===== src/rtl/rob_retire_pkg.sv =====
// Shared widths, entry payload layout and the free-pool release rule for the
// reorder buffer / retire stage.
package rob_retire_pkg;

    localparam int ROB_DEPTH  = 16;
    localparam int IDX_WIDTH  = $clog2(ROB_DEPTH);
    localparam int PREG_WIDTH = 6;
    localparam int AREG_WIDTH = 5;

    typedef logic [IDX_WIDTH-1:0]  rob_idx_t;
    typedef logic [IDX_WIDTH:0]    rob_ptr_t;
    typedef logic [AREG_WIDTH-1:0] areg_t;
    typedef logic [PREG_WIDTH-1:0] preg_t;

    // Fields captured at dispatch; valid/done live in separate flop vectors.
    typedef struct packed {
        logic  reg_write;
        areg_t rd;
        preg_t rrd;
        preg_t old_tag;
    } rob_payload_t;

    // x0 is never renamed, so its old mapping must not be returned to the pool.
    function automatic logic frees_old_tag(input rob_payload_t e);
        return e.reg_write && (e.rd != '0);
    endfunction

endpackage


===== src/rtl/rob_retire_ptr_ctrl.sv =====
// Head/tail pointer pair with wrap bit; derives full, empty and occupancy
// purely from registered pointer state.
module rob_ptr_ctrl
    import rob_retire_pkg::*;
(
    input  logic                 clk,
    input  logic                 rst,
    input  logic                 push_i,
    input  logic                 pop_i,
    output logic [IDX_WIDTH:0]   head_o,
    output logic [IDX_WIDTH:0]   tail_o,
    output logic                 full_o,
    output logic                 empty_o,
    output logic [IDX_WIDTH:0]   count_o
);

    rob_ptr_t head_q, head_d;
    rob_ptr_t tail_q, tail_d;

    always_comb begin
        head_d = head_q;
        tail_d = tail_q;
        if (push_i) tail_d = tail_q + rob_ptr_t'(1);
        if (pop_i)  head_d = head_q + rob_ptr_t'(1);
    end

    // NOTE: state registers use non-blocking assignments so every flop samples
    // the pre-edge values; the combinational next-state block above uses blocking.
    always_ff @(posedge clk or posedge rst) begin
        if (rst) begin
            head_q <= '0;
            tail_q <= '0;
        end else begin
            head_q <= head_d;
            tail_q <= tail_d;
        end
    end

    // Same index with differing wrap bits means the tail has lapped the head.
    assign full_o  = (head_q[IDX_WIDTH-1:0] == tail_q[IDX_WIDTH-1:0]) &&
                     (head_q[IDX_WIDTH] != tail_q[IDX_WIDTH]);
    assign empty_o = (head_q == tail_q);
    assign count_o = tail_q - head_q;
    assign head_o  = head_q;
    assign tail_o  = tail_q;

endmodule


===== src/rtl/rob_retire.sv =====
// In-order reorder buffer: records renamed instructions, collects out-of-order
// completions and retires one per cycle, returning superseded physical regs.
module rob_retire
    import rob_retire_pkg::*;
(
    input  logic                  clk,
    input  logic                  rst,
    input  logic                  disp_valid,
    input  logic                  disp_reg_write,
    input  logic [AREG_WIDTH-1:0] disp_rd,
    input  logic [PREG_WIDTH-1:0] disp_rrd,
    input  logic [PREG_WIDTH-1:0] disp_old_tag,
    output logic                  disp_ready,
    output logic [IDX_WIDTH-1:0]  disp_rob_idx,
    input  logic                  cmpl0_valid,
    input  logic [IDX_WIDTH-1:0]  cmpl0_idx,
    input  logic                  cmpl1_valid,
    input  logic [IDX_WIDTH-1:0]  cmpl1_idx,
    output logic                  push_free_reg,
    output logic [PREG_WIDTH-1:0] freed_reg,
    output logic                  retire_valid,
    output logic [AREG_WIDTH-1:0] retire_rd,
    output logic [PREG_WIDTH-1:0] retire_rrd,
    output logic                  empty,
    output logic [IDX_WIDTH:0]    count
);

    logic [ROB_DEPTH-1:0] valid_q, valid_d;
    logic [ROB_DEPTH-1:0] done_q,  done_d;
    rob_payload_t         payload_q [ROB_DEPTH];

    rob_ptr_t     head_ptr, tail_ptr;
    rob_idx_t     head_idx, tail_idx;
    logic         full;
    logic         disp_accept;
    logic         retire_fire;
    rob_payload_t head_entry;
    rob_payload_t disp_entry;

    logic  retire_valid_q, retire_valid_d;
    areg_t retire_rd_q,    retire_rd_d;
    preg_t retire_rrd_q,   retire_rrd_d;
    logic  push_free_q,    push_free_d;
    preg_t freed_reg_q,    freed_reg_d;

    rob_ptr_ctrl u_ptr_ctrl (
        .clk     (clk),
        .rst     (rst),
        .push_i  (disp_accept),
        .pop_i   (retire_fire),
        .head_o  (head_ptr),
        .tail_o  (tail_ptr),
        .full_o  (full),
        .empty_o (empty),
        .count_o (count)
    );

    assign head_idx     = head_ptr[IDX_WIDTH-1:0];
    assign tail_idx     = tail_ptr[IDX_WIDTH-1:0];
    assign disp_ready   = !full;
    assign disp_rob_idx = tail_idx;
    assign disp_accept  = disp_valid && !full;
    assign retire_fire  = valid_q[head_idx] && done_q[head_idx];
    assign head_entry   = payload_q[head_idx];

    assign disp_entry = '{
        reg_write: disp_reg_write,
        rd:        disp_rd,
        rrd:       disp_rrd,
        old_tag:   disp_old_tag
    };

    // Completions only mark live entries, so a completion aimed at the slot
    // being dispatched this cycle is dropped (that slot is still invalid).
    // NOTE: every signal written here gets a default first, so no path leaves
    // it unassigned and no latch is inferred.
    always_comb begin
        valid_d = valid_q;
        done_d  = done_q;
        if (cmpl0_valid && valid_q[cmpl0_idx]) done_d[cmpl0_idx] = 1'b1;
        if (cmpl1_valid && valid_q[cmpl1_idx]) done_d[cmpl1_idx] = 1'b1;
        if (retire_fire) begin
            valid_d[head_idx] = 1'b0;
            done_d[head_idx]  = 1'b0;
        end
        if (disp_accept) begin
            valid_d[tail_idx] = 1'b1;
            done_d[tail_idx]  = 1'b0;
        end
    end

    always_ff @(posedge clk or posedge rst) begin
        if (rst) begin
            valid_q <= '0;
            done_q  <= '0;
        end else begin
            valid_q <= valid_d;
            done_q  <= done_d;
        end
    end

    // NOTE: payload storage has no reset; valid_q gates every read, so stale
    // contents are never observed and the array can map to plain RAM/flops.
    always_ff @(posedge clk) begin
        if (disp_accept) payload_q[tail_idx] <= disp_entry;
    end

    always_comb begin
        retire_valid_d = retire_fire;
        retire_rd_d    = '0;
        retire_rrd_d   = '0;
        push_free_d    = 1'b0;
        freed_reg_d    = '0;
        if (retire_fire) begin
            retire_rd_d  = head_entry.rd;
            retire_rrd_d = head_entry.rrd;
            if (frees_old_tag(head_entry)) begin
                push_free_d = 1'b1;
                freed_reg_d = head_entry.old_tag;
            end
        end
    end

    always_ff @(posedge clk or posedge rst) begin
        if (rst) begin
            retire_valid_q <= 1'b0;
            retire_rd_q    <= '0;
            retire_rrd_q   <= '0;
            push_free_q    <= 1'b0;
            freed_reg_q    <= '0;
        end else begin
            retire_valid_q <= retire_valid_d;
            retire_rd_q    <= retire_rd_d;
            retire_rrd_q   <= retire_rrd_d;
            push_free_q    <= push_free_d;
            freed_reg_q    <= freed_reg_d;
        end
    end

    assign retire_valid  = retire_valid_q;
    assign retire_rd     = retire_rd_q;
    assign retire_rrd    = retire_rrd_q;
    assign push_free_reg = push_free_q;
    assign freed_reg     = freed_reg_q;

endmodule


===== config.mk =====
export PLATFORM = sky130hd
export DESIGN_NAME = rob_retire
export DESIGN_NICKNAME = d
export VERILOG_FILES = /design/src/rtl/rob_retire_pkg.sv /design/src/rtl/rob_retire_ptr_ctrl.sv /design/src/rtl/rob_retire.sv
export SDC_FILE = /design/constraint.sdc
export NUM_CORES = 1
export LEC_CHECK = 0
export ABC_AREA = 1
export CORE_MARGIN = 2
export CORE_UTILIZATION = 40
export DETAILED_ROUTE_END_ITERATION = 10
export PLACE_DENSITY = 0.61
export SYNTH_ARGS = -nofsm -noshare
export SYNTH_HDL_FRONTEND = slang
export SYNTH_SLANG_ARGS = --single-unit

===== constraint.sdc =====
create_clock -name clk -period 2.9 [get_ports clk]
set_input_delay 0.435 -clock clk [delete_from_list [all_inputs] [get_ports clk]]
set_output_delay 0.435 -clock clk [all_outputs]
set_load 0.005 [all_outputs]

# Word-level counts from Yosys, hierarchy flattened
# Memories as Yosys holds them, arrays and structs flattened.
# Index checks and enable logic that the tools add are counted.
# op_classes
n_addsub,3
n_lt_le_gt_ge,8
n_eq_ne,3
n_mux,30
bitwise_logic,8
n_reduce_logical,12
# op_table
operator,count
16-bit two-way mux,6
16-bit AND,3
16-bit bitwise OR,3
16-bit NOT,2
4-bit by 5-bit < comparator with 1-bit output (second input constant),4
6-bit two-way mux,3
1-bit binary-select mux with 4-bit select,4
1-bit demux with 4-bit select,4
4-bit by 1-bit greater-or-equal comparator with 1-bit output (second input constant),4
1-bit two-way mux,12
5-bit by 1-bit adder with 5-bit output (second input constant),2
1-bit logical AND,10
5-bit equality test,1
5-bit two-way mux,1
5-bit nonzero test,1
5-bit subtractor,1
4-bit equality test,1
1-bit logical NOT,1
1-bit inequality test,1
# totals
reg_bits,61
mem_bits_rw,288
inputBits,31
wordCells,74
n_memories,1
# memory_table
memory,words,width,rd,rd_ports_with_merged_regs,wr,line_no,rtl
payload_q,16,18,1,0,1,rob_retire.sv:30,rob_payload_t payload_q [ROB_DEPTH];

# Longest topological paths before layout
# Gate-level depths: netlist (run 1).
# logic_depth
depth_word,12
ltp_mapped,13
depth_no_buf,12

# Cells and area by module
# Synthesis (run 1) repeated with hierarchy kept, for this count alone.
# hier_totals
cells_unflattened,1353
area_unflattened_um2,14625.3
# modules_own_cells
module,instances,cells_each,area_per_inst_um2
rob_retire,1,1266,13954.6
rob_ptr_ctrl,1,87,670.6

# Worst setup path after synthesis (run 1)
# Ideal clock, no wire load.
# synth_timing
path_kind,reg-to-reg
from,"reg u_ptr_ctrl.head_q[1], in the netlist u_ptr_ctrl.head_o[1]"
to,mem payload_q[11][0] (netlist name) (enable)
setup_ns,0.373
t_arrival_ns,2.374
t_required_ns,2.527
path_slack_ns,0.153
path_stages_with_launch,13
n_path_buf,3
period_less_slack_ns,2.747
cell_sequence,dfrtp_1 -> inv_2 -> buf_4 -> buf_4 -> buf_2 -> ha_1 -> nand4_1 -> inv_1 -> nand2_1 -> nand2_1 -> nor2_1 -> nand2_1 -> inv_1
# synth_between
elab_chain_len,6
# synth_rtl
element,line_no,rtl
from (decl),rob_retire_ptr_ctrl.sv:17,"rob_ptr_t head_q, head_d;"
from (signal assigned),rob_retire_ptr_ctrl.sv:31,head_q <= '0;
from (signal assigned),rob_retire_ptr_ctrl.sv:34,head_q <= head_d;
4-bit equality test,rob_retire_ptr_ctrl.sv:40,assign full_o = (head_q[IDX_WIDTH-1:0] == tail_q[IDX_WIDTH-1:0]) &&
1-bit logical AND,rob_retire_ptr_ctrl.sv:40,
1-bit logical NOT,n/a,
named net disp_ready,rob_retire.sv:13,"output logic disp_ready,"
1-bit logical AND,rob_retire.sv:62,assign disp_accept = disp_valid && !full;
1-bit two-way mux,rob_retire.sv:105,if (disp_accept) payload_q[tail_idx] <= disp_entry;
1-bit two-way mux (not written as such),rob_retire.sv:105,
to (decl),rob_retire.sv:30,
# The timed path passes the listed nets, and every way through them passes these cells.

# Worst setup path in the final report (run 1)
# layout_timing
from,"reg u_ptr_ctrl.head_q[1], in the netlist u_ptr_ctrl.head_o[1]"
to,out count[3]
# layout_between
elab_chain_len,1
# layout_rtl
element,line_no,rtl
5-bit subtractor,rob_retire_ptr_ctrl.sv:43,assign count_o = tail_q - head_q;
to (decl),rob_retire.sv:25,output logic [IDX_WIDTH:0] count
# Every way passes these cells.

==> flow_metrics.py, run 1 <==
metrics = {
    "grt": {
        "grt_max_degree": 100,
        "grt_pass1_wl_mm": 61.3,
        "top_usage_layer": "met2",
        "met3_usage": 0.0330,
        "grt.overflow.total": 0,
        "grt_pass1_vias": 10200,
        "antenna_found_initial": 3,
        "grt.total_usage": 0.199,
        "grt_util_met1": 0.261,
        "gr-usage-met2": 0.333,
    },
    "timing": {
        "finalCritPeriodShare": 0.973,
        "holdWs_ns": 0.315,
        "tightest_slew_ns": 0.756,
        "rsz0062_at_grt": "no",
        "clock_skew_ns": 0.0223,
        "setup_tns_ns": 0,
        "fin_crit_ns": 2.82,
        "max_freq_mhz": 355,
        "final_hold_viol_count": 0,
        "finalSetupViolations": 0,
        "slew_headroom": 0.496,
        "maxSlewViolCount": 0,
    },
    "clock_tree": {
        "cts_tree": "done",
        "clk_pin_slew_ns": 0.06,
        "cts_inserted_buffers": 39,
        "h-tree-depth": 2,
        "clock_latency_ns": 0.54,
        "postCtsHoldBufs": 0,
        "cts-root-buf": "clkbuf_16",
        "clock-sinks": 349,
        "cts_buffer_depth": 3,
    },
    "synth": {
        "synthTopCellsByCount": "552 x nand2_1, 288 x edfxtp_1, 122 x inv_1",
        "yosys-top-cells-area": "edfxtp_1 56%, nand2_1 13%, dfrtp_1 9.8%",
        "synth_top_area_share": 0.558,
        "synth.avg_cell_area_um2": 10.4,
        "netlist_instances": 1494,
        "syn_nets": 1538,
        "ys_ff_latch": 349,
        "ys_seq_area_frac": 0.656,
        "async_flop_share": 0.175,
        "syn_area_um2": 15500,
        "yosys_warnings": 0,
        "synth_edf_count": 288,
        "synth.most_common_cell": "nand2_1",
        "ys_dominant_reg_cell": "edfxtp_1",
        "ys_types": 27,
        "yosys.area.top_type": "edfxtp_1",
    },
    "status": {
        "status": "finished, final reports clean",
    },
    "setup_path": {
        "path_class": "register to output pin",
        "cp_num_buf_inv": 2,
        "worstPathCellList": "inv_4, ha_1, nand2_1, o21ai_1, xor2_1, clkdlybuf4s50_1",
        "crit_arrival_ns": 2.39,
        "crit_path_max_incr_delay_ns": 0.55,
        "cp_max_fo": 12,
        "critPathRequiredTime_ns": 2.47,
        "critPathSlowestCell": "clkdlybuf4s50_1",
        "start_kind": "register",
        "cp-end-kind": "output pin",
        "r2r_slack_ns": 0.35,
        "crit_family": "buffers and inverters",
    },
    "place": {
        "dp_hpwl_mm": 23.9,
        "port_buffers": 60,
        "place.gp.congestion": 0.881,
    },
    "floorplan": {
        "die_h_um": 201,
        "num_rows": 72,
        "die-area_um2": 40300,
        "core_area_um2": 38500,
        "start_util": 0.403,
        "boundaryPins": 61,
        "die_w_um": 201,
    },
    "finish": {
        "area_growth_pct": 16.1,
        "drive_gt1_frac": 0.0767,
        "top_register": "payload_q",
        "top_regs": "payload_q (288), done_q (16), valid_q (16)",
        "largest_reg_flops": 288,
        "nets": 1606,
    },
    "detailed_routing": {
        "drt_first_pass_iters": 8,
        "routedWlPerCell_um": 19.1,
        "vias": 10700,
        "antenna_left": 0,
        "drt_iter0_markers": 854,
        "via_per_inst": 5.06,
        "drt_wl_total_mm": 40.4,
        "drcViolationCount": 0,
    },
    "hold_path": {
        "hold_path_class": "primary input to async pin",
    },
    "flow_run": {
        "maxCapViolCount": 0,
    },
    "power_and_ir_drop": {
        "ir_worst_vdd_mv": 0.540,
        "leakagePower_nw": 7.45,
        "power.density_nw_per_um2": 1030,
    },
}
[per-layer routing]
layer | up-vias | share of wire
met5 | - | 0.00027
met1 | 5153 | 0.43
met2 | 274 | 0.48
met4 | 2 | 0.035
met3 | 83 | 0.059
li1 | 5165 | -
[logic make-up after synthesis]
| family | Yosys count | synth area share |
|---|---|---|
| AOI/OAI and AO/OA | 169 | 0.0710 |
| xor gates and xnor gates | 12 | 0.00678 |
| adders and majority gates | 13 | 0.0110 |
| buffers and inverters | 206 | 0.0628 |
| DFF | 349 | 0.656 |
| and+or+nand+nor | 745 | 0.192 |
[worst paths after layout]
path / startpoint / end / cells after the start
setup / recovery: u_ptr_ctrl.head_o[1] / count[3] / 6
hold / removal: rst / valid_q[9] / 2
setup reg to reg: u_ptr_ctrl.head_o[0] / freed_reg[2] / 15
hold reg to reg: valid_q[0] / valid_q[0] / 2
max in group asynchronous: rst / retire_rd[2] / 3
min in group clk: valid_q[0] / valid_q[0] / 2
[stage by stage]
stage / total power, mW / cells / instance area (um2) / worst slack [ns] / utilization
2_1_floorplan: 11.3 / 1494 / 15500 / 0.153 / -
3_3_place_gp: 13.6 / 2037 / 16700 / 0.330 / 0.434
3_5_place_dp: 13.6 / 2037 / 16700 / 0.338 / 0.434
4_1_cts: 18.6 / 2109 / 18000 / 0.0385 / 0.468
5_1_grt: 19.6 / 2111 / 18000 / 0.00949 / 0.468
6_report: 18.5 / 2111 / 18000 / 0.0793 / 0.468
[where the power goes]
group | switching [mW] | leakage (nW) | internal [mW]
logic | 4.55 | 3.52 | 2.42
registers | 0.383 | 3.32 | 6.23
clock network | 1.96 | 0.609 | 2.94
[cell usage in the layout, fill, tap and decap left out, drive strengths merged]
cell,count
nor3,1
buf,44
nand4,28
a22oi,3
edfxtp,288
o21ai,36
clkdlybuf4s50,59
a32o,45
xnor2,4
a21oi,85
inv,128
fa,1
clkinv,14
clkbuf,51
clkinvlp,2
dfrtp,61
dlygate4sd2,1
nand2,557
nand3,75
xor2,8
ha,12
nor2,84
bufinv,4
diode,2
[repair_timing]
item | CTS | global route
endpoints found under the setup margin | 4 | 3
buffers inserted | 2 | 0
pin swaps | 1 | 0
gates resized for setup | 5 | 4
[worst reg2reg max path, stage by stage, from the launching register on]
cell and delay, ns:
dfrtp_4 0.49, buf_4 0.21, inv_4 0.31, buf_4 0.24, nand2_1 0.06, nand3_1 0.07, nand2_1 0.06, nand2_1 0.07
nand2_1 0.07, inv_1 0.06, nand2_1 0.06, nand2_2 0.07, buf_4 0.27, nor2_2 0.08, o21ai_4 0.17, nor2_1 0.12
[cell type report]
| class | count | area (um2) |
|---|---|---|
| clock inverters | 19 | 195 |
| inverters | 129 | 489 |
| well taps | 518 | 648 |
| diodes | 2 | 5.00 |
| fillers | 3580 | 20500 |
| multi-input cells | 939 | 4380 |
| clock buffers | 51 | 1060 |
| repair buffers | 104 | 1040 |
| flip-flops and latches | 349 | 10200 |
Note: power is estimated with default switching activity, not from simulation.
==> run 2, diff against run 1 <==
- CORE_ASPECT_RATIO: default -> 1.25
- CTS_CLUSTER_SIZE: default -> 16
- SLEW_MARGIN: default -> 0
==> flow_metrics.py, run 2 (synthesis results as in run 1) <==
metrics = {
    "status": {
        "status": "finished, final reports clean",
    },
    "power_and_ir_drop": {
        "total_power_mw": 18.4,
        "power.density_nw_per_um2": 1020,
        "power.internal_mw": 11.5,
        "combPwrFrac": 0.384,
        "ir_worst_vdd_mv": 0.596,
        "leakagePower_nw": 7.50,
        "seqPwrFrac": 0.357,
        "swShare": 0.374,
        "p_sw_mw": 6.88,
        "clock_power_share": 0.258,
    },
    "timing": {
        "finalCritPeriodShare": 0.974,
        "maxSlewViolCount": 0,
        "finalSetupViolations": 0,
        "clock_skew_ns": 0.0152,
        "final_hold_viol_count": 0,
        "fin_ws_ns": 0.0757,
        "max_freq_mhz": 354,
        "tightest_slew_ns": 0.750,
        "slew_headroom": 0.500,
        "fin_crit_ns": 2.82,
    },
    "detailed_routing": {
        "via_per_inst": 5.18,
        "drt_iter0_markers": 969,
        "drt_first_pass_iters": 6,
        "antenna_left": 0,
        "drt_wl_total_mm": 40.3,
        "vias": 10800,
        "routedWlPerCell_um": 19.3,
        "drcViolationCount": 0,
    },
    "setup_path": {
        "r2r_cells": 8,
        "path_class": "register to output pin",
        "critPathRequiredTime_ns": 2.47,
        "crit_arrival_ns": 2.39,
        "cp_max_fo": 2,
        "r2r_slack_ns": 0.20,
        "start_kind": "register",
        "cp-end-kind": "output pin",
    },
    "finish": {
        "top_regs": "payload_q (288), done_q (16), valid_q (16)",
        "layout_commonest_cell": "nand2_1",
        "top_register": "payload_q",
        "area_growth_pct": 16.3,
        "largest_reg_flops": 288,
        "fin_area_um2": 18000,
        "drive_gt1_frac": 0.0835,
        "nets": 1610,
        "utilization": 0.471,
        "final_cell_mix": "552 x nand2_1, 288 x edfxtp_1, 121 x inv_1, 85 x a21oi_1, 80 x nor2_1",
    },
    "hold_path": {
        "hold_path_class": "primary input to async pin",
    },
    "grt": {
        "grt_pass1_wl_mm": 61.2,
        "grt.overflow.total": 0,
        "grt_pass1_vias": 10300,
        "grt_max_degree": 126,
        "antenna_found_initial": 1,
        "grt.total_usage": 0.198,
    },
    "floorplan": {
        "boundaryPins": 61,
        "die-area_um2": 40400,
        "start_util": 0.405,
        "core_area_um2": 38200,
        "die_h_um": 224,
        "num_rows": 80,
        "die_w_um": 180,
    },
    "clock_tree": {
        "h-tree-depth": 2,
        "cts_inserted_buffers": 35,
        "cts_tree": "done",
        "cts-root-buf": "clkbuf_16",
        "clock_latency_ns": 0.53,
        "clock-sinks": 349,
        "cts_buffer_depth": 3,
        "clk_pin_slew_ns": 0.07,
    },
    "place": {
        "place_area_um2": 16800,
        "pre_cts_slack_ns": 0.356,
        "place.gp.congestion": 0.891,
        "port_buffers": 60,
        "dp_hpwl_mm": 24.4,
    },
    "flow_run": {
        "maxCapViolCount": 0,
    },
}
run 2: changes by cell type in the layout (fill, tap and decap cells not counted), sizes merged, moves of 2 or more:
cell,change
clkbuf,-9
buf,+8
clkinvlp,-2
inv,+3
run 2: final timing paths:
kind,start,endpoint
max in group asynchronous,rst,u_ptr_ctrl.head_o[2]
max reg2reg,u_ptr_ctrl.head_o[0],retire_rrd[0]
max,u_ptr_ctrl.head_o[0],count[4]
min reg2reg,u_ptr_ctrl.head_o[4],u_ptr_ctrl.head_o[4]
min in group clk,u_ptr_ctrl.head_o[4],u_ptr_ctrl.head_o[4]
min,rst,u_ptr_ctrl.tail_o[4]
run 2: metal layers:
layer / global-route usage / share of wire / up-vias
met5: 0 / 0 / -
met1: 0.252 / 0.41 / 5214
met4: 0.0791 / 0.035 / 0
met3: 0.0283 / 0.053 / 73
li1: - / - / 5162
met2: 0.341 / 0.50 / 352
run 2: critical path, cell delays in order (launching register included):
cell and delay, ns:
dfrtp_4 0.48, ha_2 0.20, fa_2 0.36, o21ai_2 0.17, xnor2_1 0.13, clkdlybuf4s50_1 0.52
run 2: layout make-up:
cell class | instances | area, um2
Inverter | 129 | 489
Fill cell | 3473 | 20200
Clock buffer | 42 | 986
Antenna cell | 1 | 2.50
Clock inverter | 21 | 229
Sequential cell | 349 | 10200
Timing Repair Buffer | 112 | 1150
Multi-Input combinational cell | 939 | 4370
Tap cell | 492 | 616
run 2: timing repair:
item | CTS | global route
setup buffers | 1 | 1
resized for setup | 4 | 2
setup endpoints to repair | 1 | 2
hold buffers | 0 | 0
run 2: per-stage QoR:
stage / hold slack [ns] / setup TNS (ns) / instances
after floorplan: 0.442 / 0 / 1494
after global placement: 0.463 / 0 / 2019
after detailed placement: 0.482 / 0 / 2019
after CTS: 0.238 / 0 / 2083
after global routing: 0.260 / -0.00291 / 2085
final: 0.230 / 0 / 2085
run 2: power by group through the flow:
stage | sequential [mW] | clock (mW) | combinational, mW
finish | 6.58 | 4.75 | 7.08
CTS | 6.58 | 4.84 | 7.11
floorplan | 6.58 | 0 | 4.73
detailed placement | 6.69 | 0 | 7.03
global placement | 6.69 | 0 | 6.96
global route | 6.65 | 5.01 | 7.84
==> RTL change, RTL diff (flow settings as in run 2) <==
Make the reset (`rst`) synchronous in 3 clocked blocks.
--- a/src/rtl/rob_retire_ptr_ctrl.sv
+++ b/src/rtl/rob_retire_ptr_ctrl.sv
@@ -28,3 +28,3 @@
     // the pre-edge values; the combinational next-state block above uses blocking.
-    always_ff @(posedge clk or posedge rst) begin
+    always_ff @(posedge clk) begin
         if (rst) begin
--- a/src/rtl/rob_retire.sv
+++ b/src/rtl/rob_retire.sv
@@ -91,3 +91,3 @@
 
-    always_ff @(posedge clk or posedge rst) begin
+    always_ff @(posedge clk) begin
         if (rst) begin
@@ -123,3 +123,3 @@
 
-    always_ff @(posedge clk or posedge rst) begin
+    always_ff @(posedge clk) begin
         if (rst) begin
Check against the original RTL: differs if rst is asserted again (counterexample within 4 cycles, from zero or initial values and one cycle with rst high); with rst held inactive, the same outputs for 10 cycles.
==> RTL change against run 2 <==
  * Final cell count grew 4.3%
  * Fmax up 3.4%
  * Synthesized cell count increased by 7.4%
  * Sequential share of layout area fell by 0.95 points
  * Final area shrank 0.52%
  * Register-to-register slack better by 0.20 ns
  * Area after synthesis rose by 0.23%
  * Non-clock buffer count down 17
  * Setup slack improved by 0.093 ns
  * Sequential cell count increased by 4
  * Wire length shrank 0.79%
  * Critical path type unchanged
  * Highest routed layer is now met5
Power is not compared: it rests on default switching activity, and its combinational part moved more than twofold at a synthesized area within 25%.
==> RTL change: results <==
group,metric,value,unit
synthesis,synth-async-reset-ratio,0,%
critical_path,rr_startpoint,"u_ptr_ctrl.head_o[3]",
final_layout,final_cells,2175,
synthesis,avgSynthCellArea,9.686,um2
place,dpl-instance-area,0.01680,mm2
final_layout,num-fill-cells,3594,
critical_path,slowest_delay,0.52,ns
place,place_ws,0.3524,ns
global_route,use_met2,34.89,%
place,place_congestion,0.8799,
worst_hold_path,hp-class,"reg2reg",
synthesis,synth_nets,1648,
synthesis,synth-seq-area-share,64.04,%
final_layout,nNetsFinal,1697,
sta,fin_ws,0.1683,ns
critical_path,crit_fanout,7,
global_route,grt_pass1_vias,11160,
critical_path,crit_start,"u_ptr_ctrl.head_o[2]",
critical_path,timing.reg2reg.setup_slack,0.40,ns
critical_path,arrival,2.30,ns
detailed_routing,vias_per_cell,5.230,
global_route,antenna_found_initial,3,
global_route,grt_use_met1,24.00,%
global_route,grt_max_degree,149,
detailed_routing,drt_wl_total,40000,um
sta,slew_headroom,54.74,%
clocking,insertion_delay,0.53,ns
sta,fin_skew,0.01131,ns
global_route,grt_pass1_wl,61740,um
synthesis,synthTopCellsByCount,"nand2_1, edfxtp_1, nor2_1",
clocking,root_buffer,"clkbuf_16",
detailed_routing,wl_met3,1955,um
clocking,ctsResizeCount,3,
global_route,gr-usage-met3,2.574,%
synthesis,synth.area.top_cells,"edfxtp_1, nand2_1, dfxtp_1",
detailed_routing,top_layer,"met5",
detailed_routing,drt-initial-drc-count,934,
detailed_routing,route.met2.wl,20020,um
place,dp_hpwl,23640,um
global_route,grt_util_all_layers,19.71,%
detailed_routing,first_pass_iters,6,
clocking,numCtsBuffers,36,
place,dp.cells,2107,
critical_path,crit_path_end,"count[3]",
critical_path,reg2reg_depth,10,
final_layout,layout-drive-gt1-share,6.782,%
clocking,post-cts-setup-buffers,0,
critical_path,regToRegEndpoint,"payload_q[7][3]",
power,leakagePower,7.108,nW
detailed_routing,wl_met1,16390,um
synthesis,synth_cell_types,31,
outcome,status,"finished clean",
critical_path,path_delay_family,"buffers and inverters",
## RTL change: cell count changes after synthesis, sizes merged, moves of 27 or more
cell	change
o21ai	+117
nor2	+157
nand2	-175
o221ai	+29
a32o	-45
nand4	-27
a21oi	-65
dfrtp	-61
nand3	+58
dfxtp	+65
inv	+30
## RTL change: cell type report
class / count / area, um2 / share of cell area (%)
inverter: 162 / 610.6 / 3.405
clock inverter: 20 / 132.6 / 0.7396
sequential: 353 / 9958 / 55.53
clock buffer: 46 / 989.7 / 5.519
timing repair buffer: 95 / 1050 / 5.854
multi-input combinational: 1005 / 4571 / 25.49
antenna: 2 / 5.005 / 0.02791
tap: 492 / 615.6 / 3.433
## RTL change: worst min-delay path by stage
stage | startpoint | endpoint | slack (ns) | cells past startpoint
3_3_place_gp | u_ptr_ctrl.head_o[4] | u_ptr_ctrl.head_o[4] | 0.49 | 2
5_1_grt | u_ptr_ctrl.head_o[4] | u_ptr_ctrl.head_o[4] | 0.53 | 2
2_1_floorplan | u_ptr_ctrl.head_o[4] | u_ptr_ctrl.head_o[4] | 0.47 | 2
3_5_place_dp | u_ptr_ctrl.head_o[4] | u_ptr_ctrl.head_o[4] | 0.50 | 2
4_1_cts | u_ptr_ctrl.head_o[4] | u_ptr_ctrl.head_o[4] | 0.51 | 2
6_report | u_ptr_ctrl.head_o[4] | u_ptr_ctrl.head_o[4] | 0.51 | 2
## RTL change: where the power goes
group          internal, mW  total (mW)  switching [mW]
sequential             5.53        5.55          0.0211
combinational         0.130       0.388           0.258
clock                  2.51        4.42            1.90
## RTL change: logic make-up after synthesis
kind of cell	Yosys count	synth area share [%]
xor gates and xnor gates	7	0.3946
AOI/OAI and AO/OA	226	8.214
and+or+nand+nor	759	19.63
DFF	353	64.04
adders and majority gates	13	1.095
buffers and inverters	246	6.628
